--- src/rtl/switch_debouncer.sv ---
// Three-pin switch debouncer.
// Each raw pin is optionally inverted, passed through a 2-flop synchronizer and
// then qualified by a per-pin four-state FSM that only accepts a new level after
// DEBOUNCE_TICKS consecutive pulse_en ticks of agreement. Press acceptance is
// turned into a single-cycle, lowest-index-wins one-hot event for a downstream
// switch handler. Releases produce no event.
module switch_debouncer #(
  parameter int unsigned DEBOUNCE_TICKS = 8,
  parameter int unsigned CNT_W          = 4,
  parameter bit          SW_ACTIVE_LOW  = 1'b0
) (
  input  logic       clk,
  input  logic       clr_n,
  input  logic       pulse_en,
  input  logic [2:0] raw_sw,
  output logic [2:0] sw_level,
  output logic [2:0] switches
);

  localparam int unsigned NumPins = 3;

  // Counter value seen on the tick that completes the debounce window.
  localparam logic [CNT_W-1:0] LastCnt = CNT_W'(DEBOUNCE_TICKS - 1);

  typedef enum logic [1:0] {
    StReleased    = 2'd0,
    StPressWait   = 2'd1,
    StPressed     = 2'd2,
    StReleaseWait = 2'd3
  } state_e;

  // Pressed-polarity view of the pins, before synchronization.
  logic [NumPins-1:0] raw_pressed;
  // First and second synchronizer stages; sync_out is the only consumer-facing copy.
  logic [NumPins-1:0] sync_meta;
  logic [NumPins-1:0] sync_out;
  // Edge-detect history and decoded press events.
  logic [NumPins-1:0] level_prev;
  logic [NumPins-1:0] level_rise;
  logic [NumPins-1:0] first_rise;

  assign raw_pressed = raw_sw ^ {NumPins{SW_ACTIVE_LOW}};

  // Two-flop synchronizer; resets to the unpressed level.
  always_ff @(posedge clk or negedge clr_n) begin
    if (!clr_n) begin
      sync_meta <= '0;
      sync_out  <= '0;
    end else begin
      sync_meta <= raw_pressed;
      sync_out  <= sync_meta;
    end
  end

  for (genvar i = 0; i < NumPins; i++) begin : g_pin
    state_e           state;
    logic [CNT_W-1:0] cnt;
    logic             level;

    // Per-pin debounce FSM with registered level output.
    // Any disagreement sample aborts a WAIT state, tick or not; only ticks advance cnt.
    always_ff @(posedge clk or negedge clr_n) begin
      if (!clr_n) begin
        state <= StReleased;
        cnt   <= '0;
        level <= 1'b0;
      end else begin
        unique case (state)
          StReleased: begin
            if (sync_out[i]) begin
              state <= StPressWait;
              cnt   <= '0;
            end
          end
          StPressWait: begin
            if (!sync_out[i]) begin
              state <= StReleased;
              cnt   <= '0;
            end else if (pulse_en) begin
              if (cnt == LastCnt) begin
                state <= StPressed;
                cnt   <= '0;
                level <= 1'b1;
              end else begin
                cnt <= cnt + CNT_W'(1);
              end
            end
          end
          StPressed: begin
            if (!sync_out[i]) begin
              state <= StReleaseWait;
              cnt   <= '0;
            end
          end
          StReleaseWait: begin
            if (sync_out[i]) begin
              state <= StPressed;
              cnt   <= '0;
            end else if (pulse_en) begin
              if (cnt == LastCnt) begin
                state <= StReleased;
                cnt   <= '0;
                level <= 1'b0;
              end else begin
                cnt <= cnt + CNT_W'(1);
              end
            end
          end
          default: begin
            state <= StReleased;
            cnt   <= '0;
            level <= 1'b0;
          end
        endcase
      end
    end

    assign sw_level[i] = level;
  end

  // Rising level only; falling edges are deliberately ignored.
  assign level_rise = sw_level & ~level_prev;
  // Isolate lowest set bit so coincident presses collapse to one event.
  assign first_rise = level_rise & (~level_rise + 3'd1);

  // Edge-detect history and registered one-hot event output.
  always_ff @(posedge clk or negedge clr_n) begin
    if (!clr_n) begin
      level_prev <= '0;
      switches   <= '0;
    end else begin
      level_prev <= sw_level;
      switches   <= first_rise;
    end
  end

endmodule

--- config.mk ---
export PLATFORM = sky130hd
export DESIGN_NAME = switch_debouncer
export DESIGN_NICKNAME = d
export VERILOG_FILES = /design/src/rtl/switch_debouncer.sv
export SDC_FILE = /design/constraint.sdc
export NUM_CORES = 1
export LEC_CHECK = 0
export CAP_MARGIN = 20
export CORE_MARGIN = 4
export CORE_UTILIZATION = 45
export CTS_CLUSTER_DIAMETER = 50
export CTS_CLUSTER_SIZE = 12
export DETAILED_ROUTE_END_ITERATION = 16
export GPL_ROUTABILITY_DRIVEN = 0
export PLACE_DENSITY = 0.63
export REMOVE_ABC_BUFFERS = 1
export SYNTH_ARGS = -nofsm -noshare
export SYNTH_HDL_FRONTEND = slang
export SYNTH_SLANG_ARGS = --single-unit
export TNS_END_PERCENT = 30
--- constraint.sdc ---
create_clock -name clk -period 1.8 [get_ports clk]
set_clock_uncertainty 0.1 [all_clocks]
set_input_delay 0.18 -clock clk [delete_from_list [all_inputs] [get_ports clk]]
set_output_delay 0.18 -clock clk [all_outputs]
set_load 0.02 [all_outputs]
==> impl_metrics.json <==
{
  "status": "completed",
  "tightest_slew_ns": 0.395,
  "fillCellCount": 276,
  "synth_edf_count": 0,
  "hold_buffers": 0,
  "critPathKind": "flip-flop to output port",
  "wl_per_cell_um": 12.4,
  "place_hpwl_mm": 1.60,
  "drc_errors": 0,
  "power_uw": 1240,
  "postSynthAreaPerCell_um2": 11.8,
  "syn_inst": 123,
  "first_iter_violations": 88,
  "final_cell_mix": "dfrtp_1, o2bb2ai_1, clkdlybuf4s50_1",
  "grt_pass1_vias": 949,
  "fmax_mhz": 603,
  "switching_share_pct": 24.0,
  "ys_seq_area_share_pct": 56.7,
  "cpPeakStageDelay_ns": 0.63,
  "num_rows": 20,
  "cp_cell_sequence": "clkdlybuf4s50_1",
  "power.leakage_uw": 0.000742,
  "peakVddDrop_mv": 0.451,
  "vias": 964,
  "initial_core_util_pct": 47.3,
  "antenna_cells": 0,
  "slew_headroom_pct": 73.6,
  "crit_fanout": 5,
  "first_pass_iters": 4,
  "io_buffer_count": 11,
  "fp.dieH_um": 64.9,
  "hold_viol": 0,
  "clockBufferDepth": 2,
  "grt_use_total_pct": 13.3,
  "cp.required_ns": 1.52,
  "die_w_um": 64.9,
  "ys.flop_type": "dfrtp_1",
  "async_flop_share_pct": 100,
  "clkPwrFrac_pct": 31.1,
  "critPathBufInv": 1,
  "via_per_inst": 5.24,
  "crit_arrival_ns": 1.38,
  "numCtsBuffers": 5,
  "synth_top_area_share_pct": 56.7,
  "post-cts-setup-buffer-count": 0,
  "critPathLaunchType": "flip-flop",
  "grt_pass1_wl_mm": 4.18,
  "syn2layout_area_growth_pct": 13.8,
  "routed_wl_mm": 2.28,
  "p_int_uw": 940,
  "tritoncts": "built",
  "antenna_found_initial": 0,
  "slew_violations": 0,
  "rsz0062_at_grt": "false",
  "synth_area_leader_cell": "dfrtp_1",
  "combPwrFrac_pct": 6.3,
  "maxCapViolCount": 0,
  "cts.repair.resized": 0,
  "setup_viol": 0,
  "netlist_area_um2": 1460,
  "netlist_top_cells_area": "dfrtp_1, o2bb2ai_1, mux2i_1, xor2_1, ha_1",
  "ant_nets": 0,
  "p_sw_uw": 297,
  "clk_pin_slew_worst_paths_ns": 0.10,
  "ys_types": 28,
  "drive_gt1_share_pct": 8.57,
  "fin_nets": 148,
  "grt_max_degree": 34,
  "fin_tns_setup_ns": 0,
  "power_density_nw_per_um2": 746,
  "clkLatencyLatePin_ns": 0.33,
  "hold_path_class": "input port to async pin",
  "ys_ff_latch": 33,
  "cts_root_buffer": "clkbuf_4",
  "core_um2": 3080,
  "io_pins": 12,
  "clock_sinks": 33,
  "grt-ovfl-total": 0,
  "cp-end-kind": "output port",
  "ctsHtreeMaxLevel": 2,
  "pwr-share-seq_pct": 62.6,
  "crit_family": "buffers and inverters",
  "die-area_um2": 4210,
  "fin_crit_ns": 1.66,
  "final_common_cell": "dfrtp_1",
  "ys_warn_count": 0,
  "critPathSlowestCell": "clkdlybuf4s50_1",
  "r2r_setup_slack_ns": 0.24,
  "fin_crit_sh_pct": 92.1
}
## cells in the mapped netlist (all sizes together), types with 2 or more instances
cell type and number:
nor2b 5, inv 4, a2bb2oi 2, o2bb2ai 11
a21oi 3, nor3 2, mux2i 6, nand4 3
ha 3, nand3b 5, nand2 9, o21ai 4
nor2 8, dfrtp 33, o31ai 2, and2b 2
xor2 6, o21a 2, buf 4
## cell families (layout without fill, tap and decap cells)
kind of cell | count (synthesis) | count (layout) | share of synthesized area [%]
multiplexers | 7 | 7 | 5.15
AND/OR/NAND/NOR | 39 | 39 | 15.1
AO/OA/AOI/OAI | 26 | 26 | 13.1
XOR/XNOR | 7 | 7 | 4.21
buffers and inverters | 8 | 25 | 3.09
adder cells (fa/ha/maj) | 3 | 3 | 2.58
flip-flops | 33 | 33 | 56.7
## flip-flops by register name, summed over array words and instances (netlist names), named ones only
signal       flops
g_pin.cnt       12
g_pin.level      3
g_pin.state      3
level_prev       3
switches         3
sync_meta        3
sync_out         3
## layer usage
metal	track usage, %	vias up	share of wire [%]
met5	0	-	0
met4	7.92	0	2.7
met3	4.33	7	5.1
met2	20.6	16	46
met1	15.9	470	46
li1	-	471	-
## power groups by stage
stage	Clock [uW]	Combinational (uW)	Sequential (uW)
4_1_cts	409	80.7	774
3_5_place_dp	0	80.4	789
5_1_grt	438	90.5	778
6_report	385	78.4	774
3_3_place_gp	0	77.1	788
2_1_floorplan	0	38.7	785
## per-stage QoR
stage                     utilization, %  instance area [um^2]  hold slack (ns)  std cells  setup slack, ns
final                               53.9                  1660            0.130        184            0.142
after global routing                53.9                  1660            0.155        184           0.0659
after CTS                           53.9                  1660            0.131        184            0.104
after detailed placement            52.2                  1610            0.235        176            0.187
after global placement              52.2                  1610            0.232        176            0.243
after floorplan                        -                  1430           -0.216        119            0.329
## path summary, 6_finish.rpt
| kind | cells past startpoint | endpoint | startpoint |
|---|---|---|---|
| worst max-delay path | 1 | sw_level[0] | g_pin[0].level |
| worst min-delay path | 2 | sync_out[2] | clr_n |
| worst max register to register | 4 | flip-flop | g_pin[1].cnt[0] |
| worst min register to register | 0 | sync_out[0] | sync_meta[0] |
| max in group asynchronous | 2 | g_pin[2].level | clr_n |
| min in group clk | 1 | sync_meta[2] | raw_sw[2] |
## final cells by class
class	instances	area (um^2)	share of cell area, %
Timing Repair Buffer	13	125	7.55
Sequential cell	33	826	49.8
Inverter	4	15.0	0.906
Clock buffer	6	41.3	2.49
Multi-Input combinational cell	82	586	35.3
Clock inverter	2	10.0	0.604
Tap cell	44	55.1	3.32
## worst reg2reg max path, delay by kind of cell, from the launching register on
kind / cells / cell delay [ns]
adder cells (fa/ha/maj): 1 / 0.24
AND/OR/NAND/NOR: 2 / 0.41
flip-flops: 1 / 0.42
multiplexers: 1 / 0.29
No activity file was read; power rests on OpenSTA's default activity.
